--- config.mk ---
export PLATFORM = sky130hd
export DESIGN_NAME = des_key_schedule
export DESIGN_NICKNAME = d
export VERILOG_FILES = /design/src/rtl/des_pkg.sv /design/src/rtl/des_key_schedule_pc2.sv /design/src/rtl/des_key_schedule.sv
export SDC_FILE = /design/constraint.sdc
export NUM_CORES = 1
export LEC_CHECK = 0
export ABC_AREA = 0
export BUFFER_PORTS_ARGS = -buffer_cell sky130_fd_sc_hd__buf_2
export CORE_MARGIN = 2
export CORE_UTILIZATION = 32
export CTS_BUF_LIST = sky130_fd_sc_hd__clkbuf_16
export DETAILED_ROUTE_END_ITERATION = 6
export GPL_TIMING_DRIVEN = 0
export HOLD_SLACK_MARGIN = 0.1
export PLACE_DENSITY = 0.58
export SKIP_CTS_REPAIR_TIMING = 1
export SLEW_MARGIN = 30
export SYNTH_ARGS = -nofsm -noshare
export SYNTH_HDL_FRONTEND = slang
export SYNTH_HIERARCHICAL = 1
export SYNTH_SLANG_ARGS = --single-unit
--- constraint.sdc ---
create_clock -name clk -period 2.3 [get_ports clk]
set_input_delay 0.345 -clock clk [delete_from_list [all_inputs] [get_ports clk]]
set_output_delay 0.345 -clock clk [all_outputs]
set_load 0.01 [all_outputs]
--- src/rtl/des_pkg.sv ---
// ---------------------------------------------------------------------------
// des_pkg -- shared definitions for the DES key schedule.
//
// Contents:
//   des_ks_state_t : schedule FSM states (IDLE, RUN)
//   PC1_TAB        : permuted choice 1, zero-based source index into key_in
//   PC2_TAB        : permuted choice 2, zero-based source index into CD
//   SHIFT_TAB      : per-round left-shift amount, entry r-1 holds shift(r)
//   rotl_cd/rotr_cd: rotate the C and D halves of a CD word independently
//
// Bit convention: index i holds FIPS bit i+1, so the FIPS tables are simply
// decremented by one.
// ---------------------------------------------------------------------------
package des_pkg;

   typedef enum logic {
      IDLE = 1'b0,
      RUN  = 1'b1
   } des_ks_state_t;

   // C half occupies entries 0..27, D half entries 28..55.
   localparam logic [5:0] PC1_TAB [56] = '{
      56, 48, 40, 32, 24, 16,  8,  0, 57, 49, 41, 33, 25, 17,
       9,  1, 58, 50, 42, 34, 26, 18, 10,  2, 59, 51, 43, 35,
      62, 54, 46, 38, 30, 22, 14,  6, 61, 53, 45, 37, 29, 21,
      13,  5, 60, 52, 44, 36, 28, 20, 12,  4, 27, 19, 11,  3
   };

   localparam logic [5:0] PC2_TAB [48] = '{
      13, 16, 10, 23,  0,  4,  2, 27, 14,  5, 20,  9,
      22, 18, 11,  3, 25,  7, 15,  6, 26, 19, 12,  1,
      40, 51, 30, 36, 46, 54, 29, 39, 50, 44, 32, 47,
      43, 48, 38, 55, 33, 52, 45, 41, 49, 35, 28, 31
   };

   localparam logic [1:0] SHIFT_TAB [16] = '{
      1, 1, 2, 2, 2, 2, 2, 2, 1, 2, 2, 2, 2, 2, 2, 1
   };

   // Left rotation moves FIPS bit i+s into position i, which is a shift
   // toward index 0 with wrap-around into the top of the vector.
   function automatic logic [27:0] rotl28(input logic [27:0] x, input logic [1:0] s);
      return (s == 2'd1) ? {x[0], x[27:1]} : {x[1:0], x[27:2]};
   endfunction

   function automatic logic [27:0] rotr28(input logic [27:0] x, input logic [1:0] s);
      return (s == 2'd1) ? {x[26:0], x[27]} : {x[25:0], x[27:26]};
   endfunction

   function automatic logic [55:0] rotl_cd(input logic [55:0] cd, input logic [1:0] s);
      return {rotl28(cd[55:28], s), rotl28(cd[27:0], s)};
   endfunction

   function automatic logic [55:0] rotr_cd(input logic [55:0] cd, input logic [1:0] s);
      return {rotr28(cd[55:28], s), rotr28(cd[27:0], s)};
   endfunction

endpackage

--- src/rtl/des_key_schedule_pc2.sv ---
// ---------------------------------------------------------------------------
// des_key_schedule_pc2 -- permuted choice 2, pure combinational.
//
// Ports:
//   cd_in      [55:0] in  : C (bits 27:0) and D (bits 55:28) register
//   subkey_out [47:0] out : round subkey, FIPS bit i+1 at index i
// ---------------------------------------------------------------------------
module des_key_schedule_pc2
   import des_pkg::*;
(
   input  logic [55:0] cd_in,
   output logic [47:0] subkey_out
);

   always_comb begin
      subkey_out = '0;
      for (int i = 0; i < 48; i++) begin
         subkey_out[i] = cd_in[PC2_TAB[i]];
      end
   end

   // PC2 discards eight CD positions by design.
   logic cd_dropped_unused;
   assign cd_dropped_unused = ^{cd_in[53], cd_in[42], cd_in[37], cd_in[34],
                                cd_in[24], cd_in[21], cd_in[17], cd_in[8]};

endmodule

--- src/rtl/des_key_schedule.sv ---
// ---------------------------------------------------------------------------
// des_key_schedule -- streams the 16 DES round subkeys for one key.
//
// Ports:
//   clk, rst (sync, active high)
//   key_valid/key_ready/key_in[63:0]/decrypt : key handshake; decrypt=1
//                                              emits K16..K1
//   subkey_valid/subkey_ready/subkey[47:0]   : subkey handshake
//   round_idx[3:0]                           : output sequence index
//   done                                     : high with the index-15 subkey
//   parity_err                               : key byte parity flag
//
// Bit convention on key_in and subkey: index i holds FIPS bit i+1.
//
// Configuration: define DES_KEY_PARITY_CHECK_EN to register a parity flag on
// each accepted key (set when any byte has even parity). Undefined, the
// flag is tied to 0.
// ---------------------------------------------------------------------------
module des_key_schedule
   import des_pkg::*;
#(
   parameter int ROUNDS = 16
) (
   input  logic        clk,
   input  logic        rst,
   input  logic        key_valid,
   output logic        key_ready,
   input  logic [63:0] key_in,
   input  logic        decrypt,
   output logic        subkey_valid,
   input  logic        subkey_ready,
   output logic [47:0] subkey,
   output logic [3:0]  round_idx,
   output logic        done,
   output logic        parity_err
);

   localparam logic [3:0] LAST_IDX = 4'(ROUNDS - 1);

   des_ks_state_t state_q, state_d;
   logic [55:0]   cd_q, cd_d;
   logic [3:0]    round_idx_q, round_idx_d;
   logic          mode_q, mode_d;
   logic [55:0]   pc1_key;
   logic [47:0]   pc2_subkey;
   logic          key_accept;
   logic          subkey_xfer;

   always_comb begin
      pc1_key = '0;
      for (int i = 0; i < 56; i++) begin
         pc1_key[i] = key_in[PC1_TAB[i]];
      end
   end

   always_comb begin
      // NOTE: every variable gets its default first so no path leaves one
      // unassigned, which would otherwise infer a latch.
      state_d      = state_q;
      cd_d         = cd_q;
      round_idx_d  = round_idx_q;
      mode_d       = mode_q;
      key_ready    = 1'b0;
      subkey_valid = 1'b0;
      key_accept   = 1'b0;
      subkey_xfer  = 1'b0;

      case (state_q)
         IDLE: begin
            key_ready  = 1'b1;
            key_accept = key_valid;
            if (key_accept) begin
               state_d     = RUN;
               mode_d      = decrypt;
               round_idx_d = '0;
               // Encrypt starts at C1D1; decrypt starts at C0D0, which
               // equals C16D16 because the shifts total 28.
               cd_d        = decrypt ? pc1_key : rotl_cd(pc1_key, SHIFT_TAB[0]);
            end
         end
         RUN: begin
            subkey_valid = 1'b1;
            subkey_xfer  = subkey_ready;
            if (subkey_xfer) begin
               if (round_idx_q == LAST_IDX) begin
                  state_d     = IDLE;
                  round_idx_d = '0;
               end else begin
                  round_idx_d = round_idx_q + 4'd1;
                  // Table entry r-1 holds shift(r): encrypt next needs
                  // shift(n+2), decrypt undoes shift(16-n), i.e. entry 15-n.
                  cd_d = mode_q ? rotr_cd(cd_q, SHIFT_TAB[~round_idx_q])
                                : rotl_cd(cd_q, SHIFT_TAB[round_idx_q + 4'd1]);
               end
            end
         end
         default: state_d = IDLE;
      endcase
   end

   // NOTE: state registers use non-blocking assignments so every flop
   // samples its pre-edge value regardless of statement order.
   always_ff @(posedge clk) begin
      if (rst) begin
         state_q     <= IDLE;
         cd_q        <= '0;
         round_idx_q <= '0;
         mode_q      <= 1'b0;
      end else begin
         state_q     <= state_d;
         cd_q        <= cd_d;
         round_idx_q <= round_idx_d;
         mode_q      <= mode_d;
      end
   end

   des_key_schedule_pc2 u_pc2 (
      .cd_in      (cd_q),
      .subkey_out (pc2_subkey)
   );

   assign subkey    = subkey_valid ? pc2_subkey : '0;
   assign round_idx = round_idx_q;
   assign done      = subkey_valid && (round_idx_q == LAST_IDX);

`ifdef DES_KEY_PARITY_CHECK_EN
   logic parity_err_q, parity_err_d;
   logic key_even_byte;

   always_comb begin
      key_even_byte = 1'b0;
      for (int j = 0; j < 8; j++) begin
         key_even_byte = key_even_byte | ~(^key_in[8*j +: 8]);
      end
      parity_err_d = key_accept ? key_even_byte : parity_err_q;
   end

   always_ff @(posedge clk) begin
      if (rst) begin
         parity_err_q <= 1'b0;
      end else begin
         parity_err_q <= parity_err_d;
      end
   end

   assign parity_err = parity_err_q;
`else
   // PC1 drops the eight parity bits; nothing else looks at them here.
   logic key_parity_bits_unused;
   assign key_parity_bits_unused = ^{key_in[63], key_in[55], key_in[47], key_in[39],
                                     key_in[31], key_in[23], key_in[15], key_in[7]};
   assign parity_err = 1'b0;
`endif

endmodule

==> impl_metrics.toml, run 1 <==
[run_status]
status = "completed"

[logic_synthesis]
postSynthNetCount = 944
synth_top_area_share_pct = 17.9
synth.distinct_cells = 44
yosysSeqAreaShare_pct = 17.9
syn_area_per_cell_um2 = 7.97
synth_edf_count = 0
postSynthCellCount = 869
ys_async_sr_fraction_pct = 0
yosysWarningCount = 6
synth_area_leader_cell = "dfxtp_1"
synthFlopType = "dfxtp_1"
ys_ff_latch = 62
synth_area_leaders = "dfxtp_1 18%, mux2_2 15%, o32ai_1 6.8%"
syn_area_mm2 = 0.00693

[sta]
min_period_ps = 2260
rsz0062_at_grt = "yes"
finalMaxSlewViolations = 0
fin_tns_setup_ps = 0
worstMarginPinSlew_ps = 707
max_freq_mhz = 442
setup_viol = 0
relSlewSlack_pct = 52.8
hold_viol_final = 0
clock_skew_ps = 6.15
fin_crit_sh_pct = 98.4

[critical_path]
crit_cells = 9
cp_max_fo = 8
critPathCaptureType = "flop"
critPathMaxStageDelay_ps = 410
slowest_stage = "dfxtp_4"
crit_buf_inv = 3
r2r_cells = 9
worstPathArrival_ps = 2530
cp_cell_sequence = "buf_6, ha_1, and3b_1, a21oi_2, o31ai_4, buf_8, clkbuf_16, mux2_4, o32ai_2"
criticalPathCategory = "flop to flop"
cp_top_family = "compound AO/OA/AOI/OAI gates"
worst_ep_required_time_ps = 2570
critPathLaunchType = "flop"

[clock_network]
cts_root_buf = "clkbuf_16"
clk_latency_ps = 350
numCtsBuffers = 9
clock_sinks = 62
cts_buffer_depth = 2
cts_tree = "built"
htreeDepth = 3
cts.clk_slew.worst_paths_ps = 60

[global_route]
use_met3_pct = 3.07
grt-ovfl-total = 0
grt_util_all_layers_pct = 21.2
top_usage_layer = "met2"
met2_usage_pct = 33.5
grt_pass1_vias = 6828
grt_use_met1_pct = 30.0
antenna_found_initial = 0
grt_max_degree = 12
grt_pass1_wl_um = 38100

[worst_hold_path]
hold_class = "primary input to flop"
hold_depth = 2

[floorplanning]
core.rowCount = 53
io_pins = 125
core_mm2 = 0.0212
dieArea_mm2 = 0.0228
die_x_um = 151
initial_core_util_pct = 32.7
die_y_um = 151

[final_layout]
num_antenna_cells = 0
nets = 1083
final_common_cell = "buf_2"
final_cell_count_no_fill = 1288
synthToLayoutAreaGrowth_pct = 24.0
final_cell_mix = "126 x buf_2, 114 x nand2_1, 91 x mux2_2"
layout-drive-gt1-share_pct = 40.2

[routing]
drc = 0
firstDrtPassIters = 7
routed_via_density = 5.77
routed_wl_um = 24900
routedWlPerCell_um = 19.3
ant_nets = 0
vias = 7426
drt_iter0_markers = 604

[placed_design]
port_buffers = 113
place_inst = 1257
place_hpwl_um = 16900
gp_congestion = 0.842

[job]
cap_viol_max_count = 0

[power_and_ir_drop]
p_leak_nw = 3.73
power_density_mw_per_mm2 = 472
vdd_drop_max_mv = 0.350
-- metal layers --
metal	vias to the layer above	wire length [um]
li1	3498	-
met1	3548	11200
met2	350	11300
met3	30	1970
met4	0	410
met5	-	0
-- final timing paths --
path / from / end / slack (ps)
max: round_idx[1]$_SDFFE_PP0P_ / cd_q[23]$_SDFFE_PP0P_ / 40
min: subkey_ready / state_q$_SDFF_PP0_ / 270
max reg2reg: round_idx[1]$_SDFFE_PP0P_ / cd_q[23]$_SDFFE_PP0P_ / 40
min reg2reg: round_idx[1]$_SDFFE_PP0P_ / round_idx[1]$_SDFFE_PP0P_ / 610
-- synth_stat cells, drive strengths merged (2+ instances only) --
master	instances
nor3	3
dfxtp	62
a21oi	5
and2	49
a22oi	57
clkbuf	54
nand3	4
nand2	115
a31o	56
nor2	64
a31oi	2
and3	58
ha	6
o32ai	56
nor2b	2
a211oi	56
o21ai	3
or3	2
mux2	112
inv	3
buf	89
-- where the power goes --
part	internal [mW]	total, mW	leakage, nW	switching (mW)
logic	0.505	1.09	3.06	0.589
registers	1.16	1.33	0.511	0.174
clock network	1.05	1.63	0.157	0.579
total	2.71	4.05	3.73	1.34
-- final cells by class --
class	instances	area, um2
well taps	275	344
inverters	3	11.3
repair buffers	130	763
clock buffers	9	225
plain buffers	141	935
fillers	2213	12600
flip-flops and latches	62	1250
multi-input cells	661	4950
clock inverters	7	113
-- flip-flops by register name, indices dropped and copies added (netlist names) --
name       count
cd_q          56
mode_q         1
round_idx      4
state_q        1
-- logic make-up (layout without fill, tap and decap cells) --
logic type,Yosys count,after routing,synth area share (%)
and+or+nand+nor,303,303,21.2
muxes,113,113,18.4
adders and majority gates,6,6,1.08
DFF,62,62,17.9
buffers and inverters,146,290,13.1
AOI/OAI and AO/OA,238,238,28.2
other,1,1,0.0541
-- stage by stage --
stage	hold slack [ps]	utilization, %	power [mW]	area (um2)	setup WS (ps)
4_1_cts	256	38.6	4.01	8170	-366
3_5_place_dp	625	37.0	2.38	7840	-200
3_3_place_gp	615	37.0	2.38	7840	-265
2_1_floorplan	460	-	2.01	6930	80.6
6_report	266	40.6	4.05	8590	35.9
5_1_grt	269	40.6	4.22	8590	-73.6
No activity file was read; power rests on OpenSTA's default activity.
==> run 2, diff against run 1 <==
CORE_UTILIZATION = 58   (was 32)
GPL_TIMING_DRIVEN = unset   (was 0)
PLACE_DENSITY = 0.9   (was 0.58)
==> impl_metrics.toml, run 2 (same netlist as run 1, synthesis figures left out) <==
[run_status]
status = "finished, violations left"
violations = "negative setup slack"

[sta]
fin_crit_sh_pct = 101
fin_tns_setup_ps = -31.7
relSlewSlack_pct = 46.9
worstMarginPinSlew_ps = 796
setup_slack_ps = -31.7
min_period_ps = 2330
finalMaxSlewViolations = 0
setup_viol = 1
hold_viol_final = 0
clock_skew_ps = 10.3
max_freq_mhz = 429

[global_route]
grt_util_all_layers_pct = 29.9
grt_pass1_wl_um = 32200
grt-ovfl-total = 0
grt_max_degree = 63
grt_pass1_vias = 6570
antenna_found_initial = 2

[clock_network]
clock_sinks = 62
htreeDepth = 3
numCtsBuffers = 9
cts_buffer_depth = 2
cts.clk_slew.worst_paths_ps = 60
clk_latency_ps = 340
cts_tree = "built"
cts_root_buf = "clkbuf_16"

[placed_design]
place_inst = 1015
place_hpwl_um = 12500
gp_congestion = 0.864
port_buffers = 115

[floorplanning]
initial_core_util_pct = 60.1
die_x_um = 113
die_y_um = 113
io_pins = 125
core_mm2 = 0.0115
dieArea_mm2 = 0.0128
core.rowCount = 39

[final_layout]
nets = 964
final_cell_count_no_fill = 1038
max_flop_register = "cd_q"
largest_register_ffs = 56
synthToLayoutAreaGrowth_pct = 10.7
layout-drive-gt1-share_pct = 36.2
nFillCells = 907
final_cell_mix = "115 x buf_2, 114 x nand2_1, 91 x mux2_2"
final_common_cell = "buf_2"

[critical_path]
cp_top_family = "compound AO/OA/AOI/OAI gates"
slowest_stage = "o31ai_4"
cp_cell_sequence = "inv_4, ha_2, and3b_1, a21oi_1, o31ai_4, buf_6, clkbuf_16, mux2_2, o32ai_1"
worst_ep_required_time_ps = 2530
criticalPathCategory = "flop to flop"
worstPathArrival_ps = 2570
cp_max_fo = 14
critPathCaptureType = "flop"
critPathLaunchType = "flop"
crit_buf_inv = 3
critPathMaxStageDelay_ps = 430

[routing]
wl_met2_um = 9940
drt_iter0_markers = 1009
routed_wl_um = 20800
routedWlPerCell_um = 20.0
ant_nets = 0
m1WireLength_um = 8040
routed_via_density = 6.97
wl_met3_um = 2220
top_layer_used = "met5"
firstDrtPassIters = 6
drc = 0
vias = 7231

[worst_hold_path]
hold_class = "primary input to flop"

[power_and_ir_drop]
vdd_drop_max_mv = 0.385
p_leak_nw = 3.29
power_density_mw_per_mm2 = 480

[job]
cap_viol_max_count = 0
run 2: final cells by class:
class                      instances  area (um2)  share of cell area [%]
sequential                        62        1250                    16.3
clock inverter                     7        72.6                   0.946
clock buffer                       9         225                    2.94
multi-input combinational        661        4870                    63.4
inverter                           3        13.8                   0.179
antenna                            1        2.50                  0.0326
timing repair buffer             152        1060                    13.8
tap                              143         179                    2.33
run 2: layer usage:
layer  GRT usage, %  vias to the layer above
met4           10.4                        2
met2           49.8                      538
met3           5.03                       65
met5              0                        -
li1               -                     3246
met1           39.1                     3380
run 2: path summary, 6_finish.rpt:
check	from	to	slack, ps	cells past startpoint
setup / recovery	round_idx[0]$_SDFFE_PP0P_	cd_q[53]$_SDFFE_PP0P_	-30	9
hold / removal	subkey_ready	state_q$_SDFF_PP0_	280	2
setup reg to reg	round_idx[0]$_SDFFE_PP0P_	cd_q[53]$_SDFFE_PP0P_	-30	9
hold reg to reg	round_idx[2]$_SDFFE_PP0P_	round_idx[2]$_SDFFE_PP0P_	620	2
run 2: power breakdown:
part	internal [mW]	switching (mW)	total [mW]	leakage, nW
combinational	0.430	0.532	0.962	2.64
clock	0.841	0.566	1.41	0.142
sequential	1.16	0.158	1.31	0.511
total	2.43	1.26	3.68	3.29
run 2: per-stage QoR:
stage	power (mW)	instance area (um2)	setup WS (ps)	util, %	hold WS (ps)
global route	3.82	7670	-82.2	66.6	277
finish	3.68	7670	-31.7	66.6	278
global placement	2.23	7220	105	62.7	614
detailed placement	2.25	7220	47.4	62.7	613
floorplan	2.01	6930	80.6	-	460
CTS	3.64	7520	19.5	65.3	263
run 2: worst register-to-register path, stage by stage, from the launching register on:
cell	delay (ps)
dfxtp_4	370
inv_4	70
ha_2	180
and3b_1	170
a21oi_1	70
o31ai_4	430
buf_6	170
clkbuf_16	170
mux2_2	350
o32ai_1	240
